[src/rtl/pipe_hazard_ctrl.sv]
// Pipeline hazard controller for the 5-stage core.
// Detects load-use hazards and EX redirects, drives stall/flush/bubble,
// runs the debug RUN/HALT/STEP machine and counts load-use stall cycles.
module pipe_hazard_ctrl #(
  parameter int REG_W = 5,
  parameter int CNT_W = 16
) (
  input  logic             clk,
  input  logic             rst,
  input  logic [REG_W-1:0] id_rs,
  input  logic [REG_W-1:0] id_rt,
  input  logic             id_uses_rt,
  input  logic             ex_memread,
  input  logic [REG_W-1:0] ex_rt,
  input  logic             ex_redirect,
  input  logic [31:0]      pc,
  input  logic             bp_en,
  input  logic [31:0]      bp_addr,
  input  logic             dbg_halt,
  input  logic             dbg_step,
  input  logic             dbg_resume,
  output logic             stall,
  output logic             clean_n,
  output logic             id_ex_bubble,
  output logic             breakpoint,
  output logic             halted,
  output logic [CNT_W-1:0] stall_cycles
);

  typedef enum logic [1:0] {
    S_RUN  = 2'd0,
    S_HALT = 2'd1,
    S_STEP = 2'd2
  } state_t;

  state_t           state_q, state_d;
  logic             rearm_q, rearm_d;
  logic [CNT_W-1:0] cnt_q, cnt_d;

  logic lu;
  logic bp_hit;
  logic frozen;
  logic cnt_en;

  // Saturating increment: the counter sticks at all-ones.
  function automatic logic [CNT_W-1:0] sat_inc(input logic [CNT_W-1:0] v);
    return (&v) ? v : v + CNT_W'(1);
  endfunction

  // Zero-latency hazard terms; register 0 never produces a hazard.
  always_comb begin
    lu     = ex_memread && (ex_rt != '0) &&
             ((ex_rt == id_rs) || (id_uses_rt && (ex_rt == id_rt)));
    // Match is masked for the first RUN cycle after a resume.
    bp_hit = bp_en && (pc == bp_addr) && !rearm_q;
    frozen = (state_q == S_HALT);
    cnt_en = !frozen && !ex_redirect && lu;
  end

  // Debug FSM next state and breakpoint re-arm flag.
  always_comb begin
    state_d = state_q;
    rearm_d = 1'b0;
    case (state_q)
      S_RUN: begin
        if (dbg_halt || bp_hit) state_d = S_HALT;
      end
      S_HALT: begin
        if (dbg_step) begin
          state_d = S_STEP;
        end else if (dbg_resume) begin
          state_d = S_RUN;
          rearm_d = 1'b1;
        end
      end
      S_STEP: begin
        state_d = S_HALT;
      end
      default: begin
        state_d = S_RUN;
      end
    endcase
  end

  // Pipeline control outputs: frozen forces everything inactive, else redirect beats load-use.
  always_comb begin
    stall        = 1'b0;
    clean_n      = 1'b1;
    id_ex_bubble = 1'b0;
    if (!frozen) begin
      if (ex_redirect) begin
        clean_n      = 1'b0;
        id_ex_bubble = 1'b1;
      end else if (lu) begin
        stall        = 1'b1;
        id_ex_bubble = 1'b1;
      end
    end
    breakpoint   = frozen;
    halted       = (state_q != S_RUN);
    stall_cycles = cnt_q;
  end

  // Stall counter next value.
  always_comb begin
    cnt_d = cnt_q;
    if (cnt_en) cnt_d = sat_inc(cnt_q);
  end

  // State, re-arm flag and counter registers.
  always_ff @(posedge clk or posedge rst) begin
    if (rst) begin
      state_q <= S_RUN;
      rearm_q <= 1'b0;
      cnt_q   <= '0;
    end else begin
      state_q <= state_d;
      rearm_q <= rearm_d;
      cnt_q   <= cnt_d;
    end
  end

endmodule

[config.mk]
export PLATFORM = sky130hd
export DESIGN_NAME = pipe_hazard_ctrl
export DESIGN_NICKNAME = d
export VERILOG_FILES = /design/src/rtl/pipe_hazard_ctrl.sv
export SDC_FILE = /design/constraint.sdc
export NUM_CORES = 1
export LEC_CHECK = 0
export ABC_AREA = 0
export CAP_MARGIN = 20
export CORE_UTILIZATION = 32
export CTS_BUF_LIST = sky130_fd_sc_hd__clkbuf_8
export CTS_CLUSTER_DIAMETER = 80
export DETAILED_ROUTE_END_ITERATION = 6
export GPL_TIMING_DRIVEN = 0
export PLACE_DENSITY = 0.86
export SYNTH_ARGS = -nofsm -noshare
export SYNTH_HDL_FRONTEND = slang
export SYNTH_SLANG_ARGS = --single-unit
[constraint.sdc]
create_clock -name clk -period 1.5 [get_ports clk]
set_input_delay 0.3 -clock clk [delete_from_list [all_inputs] [get_ports clk]]
set_output_delay 0.3 -clock clk [all_outputs]
set_load 0.01 [all_outputs]
==> impl_metrics.env, run 1 <==
export IMPL_syn_num_nets=246
export IMPL_synthTopCellsByCount="xnor2_1 (40), dfrtp_1 (19), xor2_1 (16)"
export IMPL_synth_seq_cells=19
export IMPL_cts_buffers=3
export IMPL_yosysSeqAreaShare=0.312
export IMPL_p_seq_frac=0.319
export IMPL_cp_start_kind="primary input"
export IMPL_hold_class="primary input to async pin"
export IMPL_synth_main_ff_cell="dfrtp_1"
export IMPL_antenna_cells=0
export IMPL_grt_overflow_total=0
export IMPL_wirelength_um=5880
export IMPL_critPathArrivalTime_ns=1.45
export IMPL_slew_headroom=0.488
export IMPL_swShare=0.336
export IMPL_fin_crit_ns=1.75
export IMPL_post_synth_main_area_contributors="dfrtp_1 (31%), xnor2_1 (23%), xor2_1 (9.2%), nand4_1 (5.3%), nand3_2 (3.9%)"
export IMPL_grt_pass1_wl_um=8090
export IMPL_place_gp_congestion=0.810
export IMPL_n_fill_cell=336
export IMPL_postPlaceCellArea_um2=2690
export IMPL_drtAntennaViolNets=0
export IMPL_finalNetCount=392
export IMPL_clockBufferDepth=2
export IMPL_power_leakage_nw=1.44
export IMPL_syn_area_um2=1520
export IMPL_drcViolationCount=2
export IMPL_peakVddDrop_v=0.000338
export IMPL_worstSetupPathType="primary input to output pin"
export IMPL_vias=1845
export IMPL_h_tree_depth=1
export IMPL_critical_path_endpoint_type="output pin"
export IMPL_yosys_warnings=0
export IMPL_status="complete, but fails checks"
export IMPL_worst_slew_pin_slew_ns=0.767
export IMPL_clk_pin_slew_ns=0.08
export IMPL_ios=109
export IMPL_num_rows=24
export IMPL_finalHoldViolations=0
export IMPL_hpwl_um=3670
export IMPL_stdcell_area_um2=3110
export IMPL_power_density_nw_per_um2=618
export IMPL_synthDistinctLibCells=35
export IMPL_synth_most_common_cell="xnor2_1"
export IMPL_cts_hold_buf=0
export IMPL_fin_crit_sh=1.17
export IMPL_die_area_um2=5040
export IMPL_drive_gt1_frac=0.301
export IMPL_clk_latency_ns=0.27
export IMPL_power_frac_comb=0.477
export IMPL_syn_avg_cell_area_um2=9.70
export IMPL_cts_tree="done"
export IMPL_crit_required_ns=1.20
export IMPL_p_sw_uw=644
export IMPL_clock_power_share=0.204
export IMPL_async_flop_share=1.00
export IMPL_antenna_found_initial=0
export IMPL_synthToLayoutAreaGrowth_pct=104
export IMPL_final_max_slew_viol_count=0
export IMPL_routed_via_density=5.21
export IMPL_drtIter0Drc=131
export IMPL_critPathSlowestCell="or4_4"
export IMPL_cts_sinks=19
export IMPL_avgRoutedWirePerCell_um=16.6
export IMPL_max_stage_delay_ns=0.54
export IMPL_dieWidth_um=71.0
export IMPL_path_max_fanout=2
export IMPL_cp_cell_sequence="buf_8 > or4_4 > o21ai_4 > nor2b_4 > o21a_1 > buf_6"
export IMPL_initial_core_util=0.340
export IMPL_violations="design-rule violations, negative setup slack"
export IMPL_synth_largest_area_cell="dfrtp_1"
export IMPL_setup_ws_ns=-0.253
export IMPL_synth_edf_count=0
export IMPL_grt_max_degree=20
export IMPL_dieHeight_um=71.0
export IMPL_coreArea_um2=4470
export IMPL_rsz0062_at_grt="true"
export IMPL_synthCells=157
export IMPL_grt_usage=0.206
export IMPL_power_mw=1.92
export IMPL_internal_power_mw=1.27
export IMPL_cap_violations=0
export IMPL_grt_pass1_vias=1838
export IMPL_cts_root_buf="clkbuf_8"
export IMPL_setup_viol=16
export IMPL_skew_ns=0.00236
export IMPL_yosys_area_top_type_share=0.312
export IMPL_io_buffers=108
export IMPL_dr_pass1_iters=6
export IMPL_fmax_mhz=570
## timing repair
action | 4_1_cts | 5_1_grt
endpoints found under the setup margin | 37 | 24
endpoints found under the hold margin | 0 | 0
setup buffers | 21 | 12
resized for setup | 89 | 36
gates cloned | 1 | 0
pin swaps | 42 | 30
## metal layers
| metal | share of wire | global-route usage | up-vias | wire length (µm) |
|---|---|---|---|---|
| li1 | - | - | 844 | - |
| met1 | 0.34 | 0.211 | 873 | 2020 |
| met5 | 0 | 0 | - | 0 |
| met3 | 0.057 | 0.0385 | 29 | 337 |
| met4 | 0.046 | 0.129 | 0 | 269 |
| met2 | 0.55 | 0.382 | 99 | 3250 |
## metrics by stage
step           hold WS [ns]  TNS (ns)  instances   util  setup slack [ns]
3_3_place_gp          0.489    -12.21        317  0.600             -1.23
2_1_floorplan         0.251    -0.397        157      -            -0.101
6_report              0.484     -1.92        354  0.694            -0.253
5_1_grt               0.544     -2.82        354  0.694            -0.290
4_1_cts               0.479     -1.61        343  0.653            -0.298
3_5_place_dp          0.506    -12.60        317  0.600             -1.24
## cell usage in the layout (no fill, tap or decap), types with 2 or more instances in the layout
cell type and n:
clkdlybuf4s50_1 66, xnor2_1 35, buf_4 30, xor2_1 16
dfrtp_1 14, nand4_1 13, dlygate4sd2_1 13, dlymetal6s2s_1 10
buf_6 8, nand3_2 8, nand2_1 6, nor2_1 5
xnor2_2 5, nand3_1 5, clkdlybuf4s15_1 5, clkbuf_2 5
dfrtp_2 5, and3_1 4, inv_1 4, buf_2 4
nor4_1 3, clkbuf_8 3, nand2_2 2, nor3_4 2
nor3b_1 2, nor4_2 2, nor2b_4 2, and2_1 2
## critical path: cells and delay by family
family | cells | cell delay (ns)
AO/OA/AOI/OAI | 2 | 0.35
AND/OR/NAND/NOR | 2 | 0.59
buffers and inverters | 2 | 0.22
## cells by family (layout without fill, tap and decap cells)
family                   after synthesis  in the layout  synth area share
XOR/XNOR                              56             56             0.322
buffers and inverters                  5            150            0.0197
AO/OA/AOI/OAI                          9              9            0.0477
multiplexers                           1              1           0.00739
adder cells (fa/ha/maj)                1              1           0.00822
AND/OR/NAND/NOR                       66             66             0.283
flip-flops                            19             19             0.312
## state kept, by name (all words and copies together) (netlist names)
register	cells
stall_cycles	16
state_q	2
rearm_q	1
## path summary, 6_finish.rpt
| kind | startpoint | end | slack (ns) | depth (start not counted) |
|---|---|---|---|---|
| min in group clk | stall_cycles[3]$_DFFE_PP0P_ | stall_cycles[3]$_DFFE_PP0P_ | 0.53 | 1 |
| max in group asynchronous | rst | stall_cycles[11]$_DFFE_PP0P_ | 0.49 | 2 |
| worst max register to register | stall_cycles[7]$_DFFE_PP0P_ | stall_cycles[1]$_DFFE_PP0P_ | -0.16 | 5 |
| worst max-delay path | ex_rt[4] | id_ex_bubble | -0.25 | 6 |
| worst min register to register | stall_cycles[3]$_DFFE_PP0P_ | stall_cycles[3]$_DFFE_PP0P_ | 0.53 | 1 |
| worst min-delay path | rst | state_q[0]$_DFFE_PP0P_ | 0.48 | 2 |
## power by group through the flow
stage / clock network (mW) / logic (mW) / registers, mW
2_1_floorplan: 0 / 0.309 / 0.614
3_3_place_gp: 0 / 0.746 / 0.615
3_5_place_dp: 0 / 0.757 / 0.620
4_1_cts: 0.369 / 0.818 / 0.610
5_1_grt: 0.412 / 0.978 / 0.619
6_report: 0.390 / 0.915 / 0.613
## cell type report
class                      count  area, µm²  share of cell area
buffer                         2       22.5             0.00725
clock buffer                   3       41.3              0.0133
clock inverter                 1       3.75             0.00121
inverter                       3       11.3             0.00363
multi-input combinational    133       1170               0.376
sequential                    19        482               0.155
tap                           52       65.1              0.0210
timing repair buffer         141       1310               0.423
No activity file was read; power rests on OpenSTA's default activity.
==> run 2, diff against run 1 <==
==> constraint.sdc (replaced) <==
create_clock -name clk -period 1.5 [get_ports clk]
set_input_delay 0.3 -clock clk [delete_from_list [all_inputs] [get_ports clk]]
set_output_delay 0.3 -clock clk [all_outputs]
set_load 0.005 [all_outputs]
==> impl_metrics.env, run 2 (same netlist as run 1, synthesis figures left out) <==
export IMPL_status="complete, but fails checks"
export IMPL_violations="design-rule violations, negative setup slack"
export IMPL_dieHeight_um=71.0
export IMPL_cts_hold_buf=0
export IMPL_cap_violations=0
export IMPL_postPlaceCellArea_um2=2670
export IMPL_initial_core_util=0.340
export IMPL_grt_pass1_vias=1844
export IMPL_fin_crit_sh=1.16
export IMPL_coreArea_um2=4470
export IMPL_place_gp_congestion=0.787
export IMPL_critPathSlowestCell="or4_4"
export IMPL_rsz0062_at_grt="true"
export IMPL_power_leakage_nw=1.59
export IMPL_fin_tns_setup_ns=-1.42
export IMPL_antenna_cells=0
export IMPL_drt_met1_wl_um=2130
export IMPL_vias=1790
export IMPL_cp_cell_sequence="buf_8 > or4_4 > o21ai_4 > nor2b_4 > o21a_1 > buf_2"
export IMPL_wl_met3_um=262
export IMPL_grt_overflow_total=0
export IMPL_max_stage_delay_ns=0.53
export IMPL_critical_path_endpoint_type="output pin"
export IMPL_stdcell_area_um2=3250
export IMPL_cts_buffers=3
export IMPL_antenna_found_initial=0
export IMPL_largest_register_ffs=16
export IMPL_peakVddDrop_v=0.000413
export IMPL_drcViolationCount=4
export IMPL_avgRoutedWirePerCell_um=15.8
export IMPL_hold_class="primary input to async pin"
export IMPL_finalHoldViolations=0
export IMPL_cts_root_buf="clkbuf_8"
export IMPL_io_buffers=108
export IMPL_wirelength_um=5630
export IMPL_clk_pin_slew_ns=0.08
export IMPL_die_area_um2=5040
export IMPL_drive_gt1_frac=0.299
export IMPL_cp_top_family="simple AND/OR/NAND/NOR gates"
export IMPL_cts_tree="done"
export IMPL_path_buf_inv=2
export IMPL_path_max_fanout=2
export IMPL_layout_common_cells="clkdlybuf4s50_1 (63), xnor2_1 (33), buf_4 (26)"
export IMPL_ios=109
export IMPL_clockBufferDepth=2
export IMPL_h_tree_depth=1
export IMPL_slew_headroom=0.522
export IMPL_fmax_mhz=573
export IMPL_drtAntennaViolNets=0
export IMPL_dr_pass1_iters=6
export IMPL_crit_required_ns=1.20
export IMPL_grt_pass1_wl_um=8300
export IMPL_cp_start_kind="primary input"
export IMPL_fin_util=0.726
export IMPL_cts_sinks=19
export IMPL_setup_ws_ns=-0.245
export IMPL_power_mw=1.95
export IMPL_power_density_nw_per_um2=602
export IMPL_setup_viol=18
export IMPL_num_rows=24
export IMPL_n_fill_cell=301
export IMPL_top_layer="met4"
export IMPL_grt_usage=0.207
export IMPL_skew_ns=0.00530
export IMPL_critPathArrivalTime_ns=1.44
export IMPL_layout_commonest_cell="clkdlybuf4s50_1"
export IMPL_grt_max_degree=20
export IMPL_met2_length_um=3070
export IMPL_hold_ws_ns=0.458
export IMPL_dieWidth_um=71.0
export IMPL_finalNetCount=394
export IMPL_worstSetupPathType="primary input to output pin"
export IMPL_drtIter0Drc=150
export IMPL_fin_crit_ns=1.74
export IMPL_hpwl_um=3690
export IMPL_synthToLayoutAreaGrowth_pct=113
export IMPL_worst_slew_pin_slew_ns=0.715
export IMPL_routed_via_density=5.03
export IMPL_final_max_slew_viol_count=0
export IMPL_clk_latency_ns=0.26
[run 2: metal layers]
| layer | global-route usage | up-vias |
|---|---|---|
| li1 | - | 850 |
| met1 | 0.229 | 837 |
| met2 | 0.395 | 84 |
| met3 | 0.0256 | 19 |
| met4 | 0.0867 | 0 |
| met5 | 0 | - |
[run 2: layout make-up]
class / count / area [µm²] / area share
Timing Repair Buffer: 143 / 1410 / 0.434
Multi-Input combinational cell: 133 / 1200 / 0.371
Clock buffer: 3 / 41.3 / 0.0127
Inverter: 3 / 11.3 / 0.00347
Sequential cell: 19 / 480 / 0.148
Tap cell: 52 / 65.1 / 0.0200
Clock inverter: 1 / 3.75 / 0.00116
Buffer: 2 / 31.3 / 0.00963
[run 2: stage by stage]
step                worst slack [ns]  cells
detailed placement             -1.30    317
global placement               -1.30    317
global route                  -0.315    356
floorplan                     -0.101    157
finish                        -0.245    356
CTS                           -0.277    341
[run 2: report_power, final]
| group | leakage [nW] | internal, mW | switching [mW] |
|---|---|---|---|
| registers | 0.255 | 0.561 | 0.0386 |
| clock network | 0.0269 | 0.182 | 0.182 |
| logic | 1.31 | 0.604 | 0.387 |
| total | 1.59 | 1.35 | 0.607 |
[run 2: worst paths after layout]
| kind | startpoint | end | slack [ns] | cells past startpoint |
|---|---|---|---|---|
| setup reg to reg | stall_cycles[0]$_DFFE_PP0P_ | stall_cycles[1]$_DFFE_PP0P_ | -0.15 | 6 |
| hold / removal | rst | stall_cycles[11]$_DFFE_PP0P_ | 0.46 | 2 |
| min in group clk | bp_addr[21] | state_q[0]$_DFFE_PP0P_ | 0.54 | 6 |
| setup / recovery | ex_rt[4] | id_ex_bubble | -0.24 | 6 |
| max in group asynchronous | rst | stall_cycles[1]$_DFFE_PP0P_ | 0.54 | 2 |
| hold reg to reg | stall_cycles[10]$_DFFE_PP0P_ | stall_cycles[10]$_DFFE_PP0P_ | 0.56 | 1 |
[run 2: what timing repair did]
action,4_1_cts,5_1_grt
endpoints found under the setup margin,35,29
pin swaps,22,38
cloned,1,1
endpoints found under the hold margin,0,0
resized for setup,80,60
setup buffers,19,14
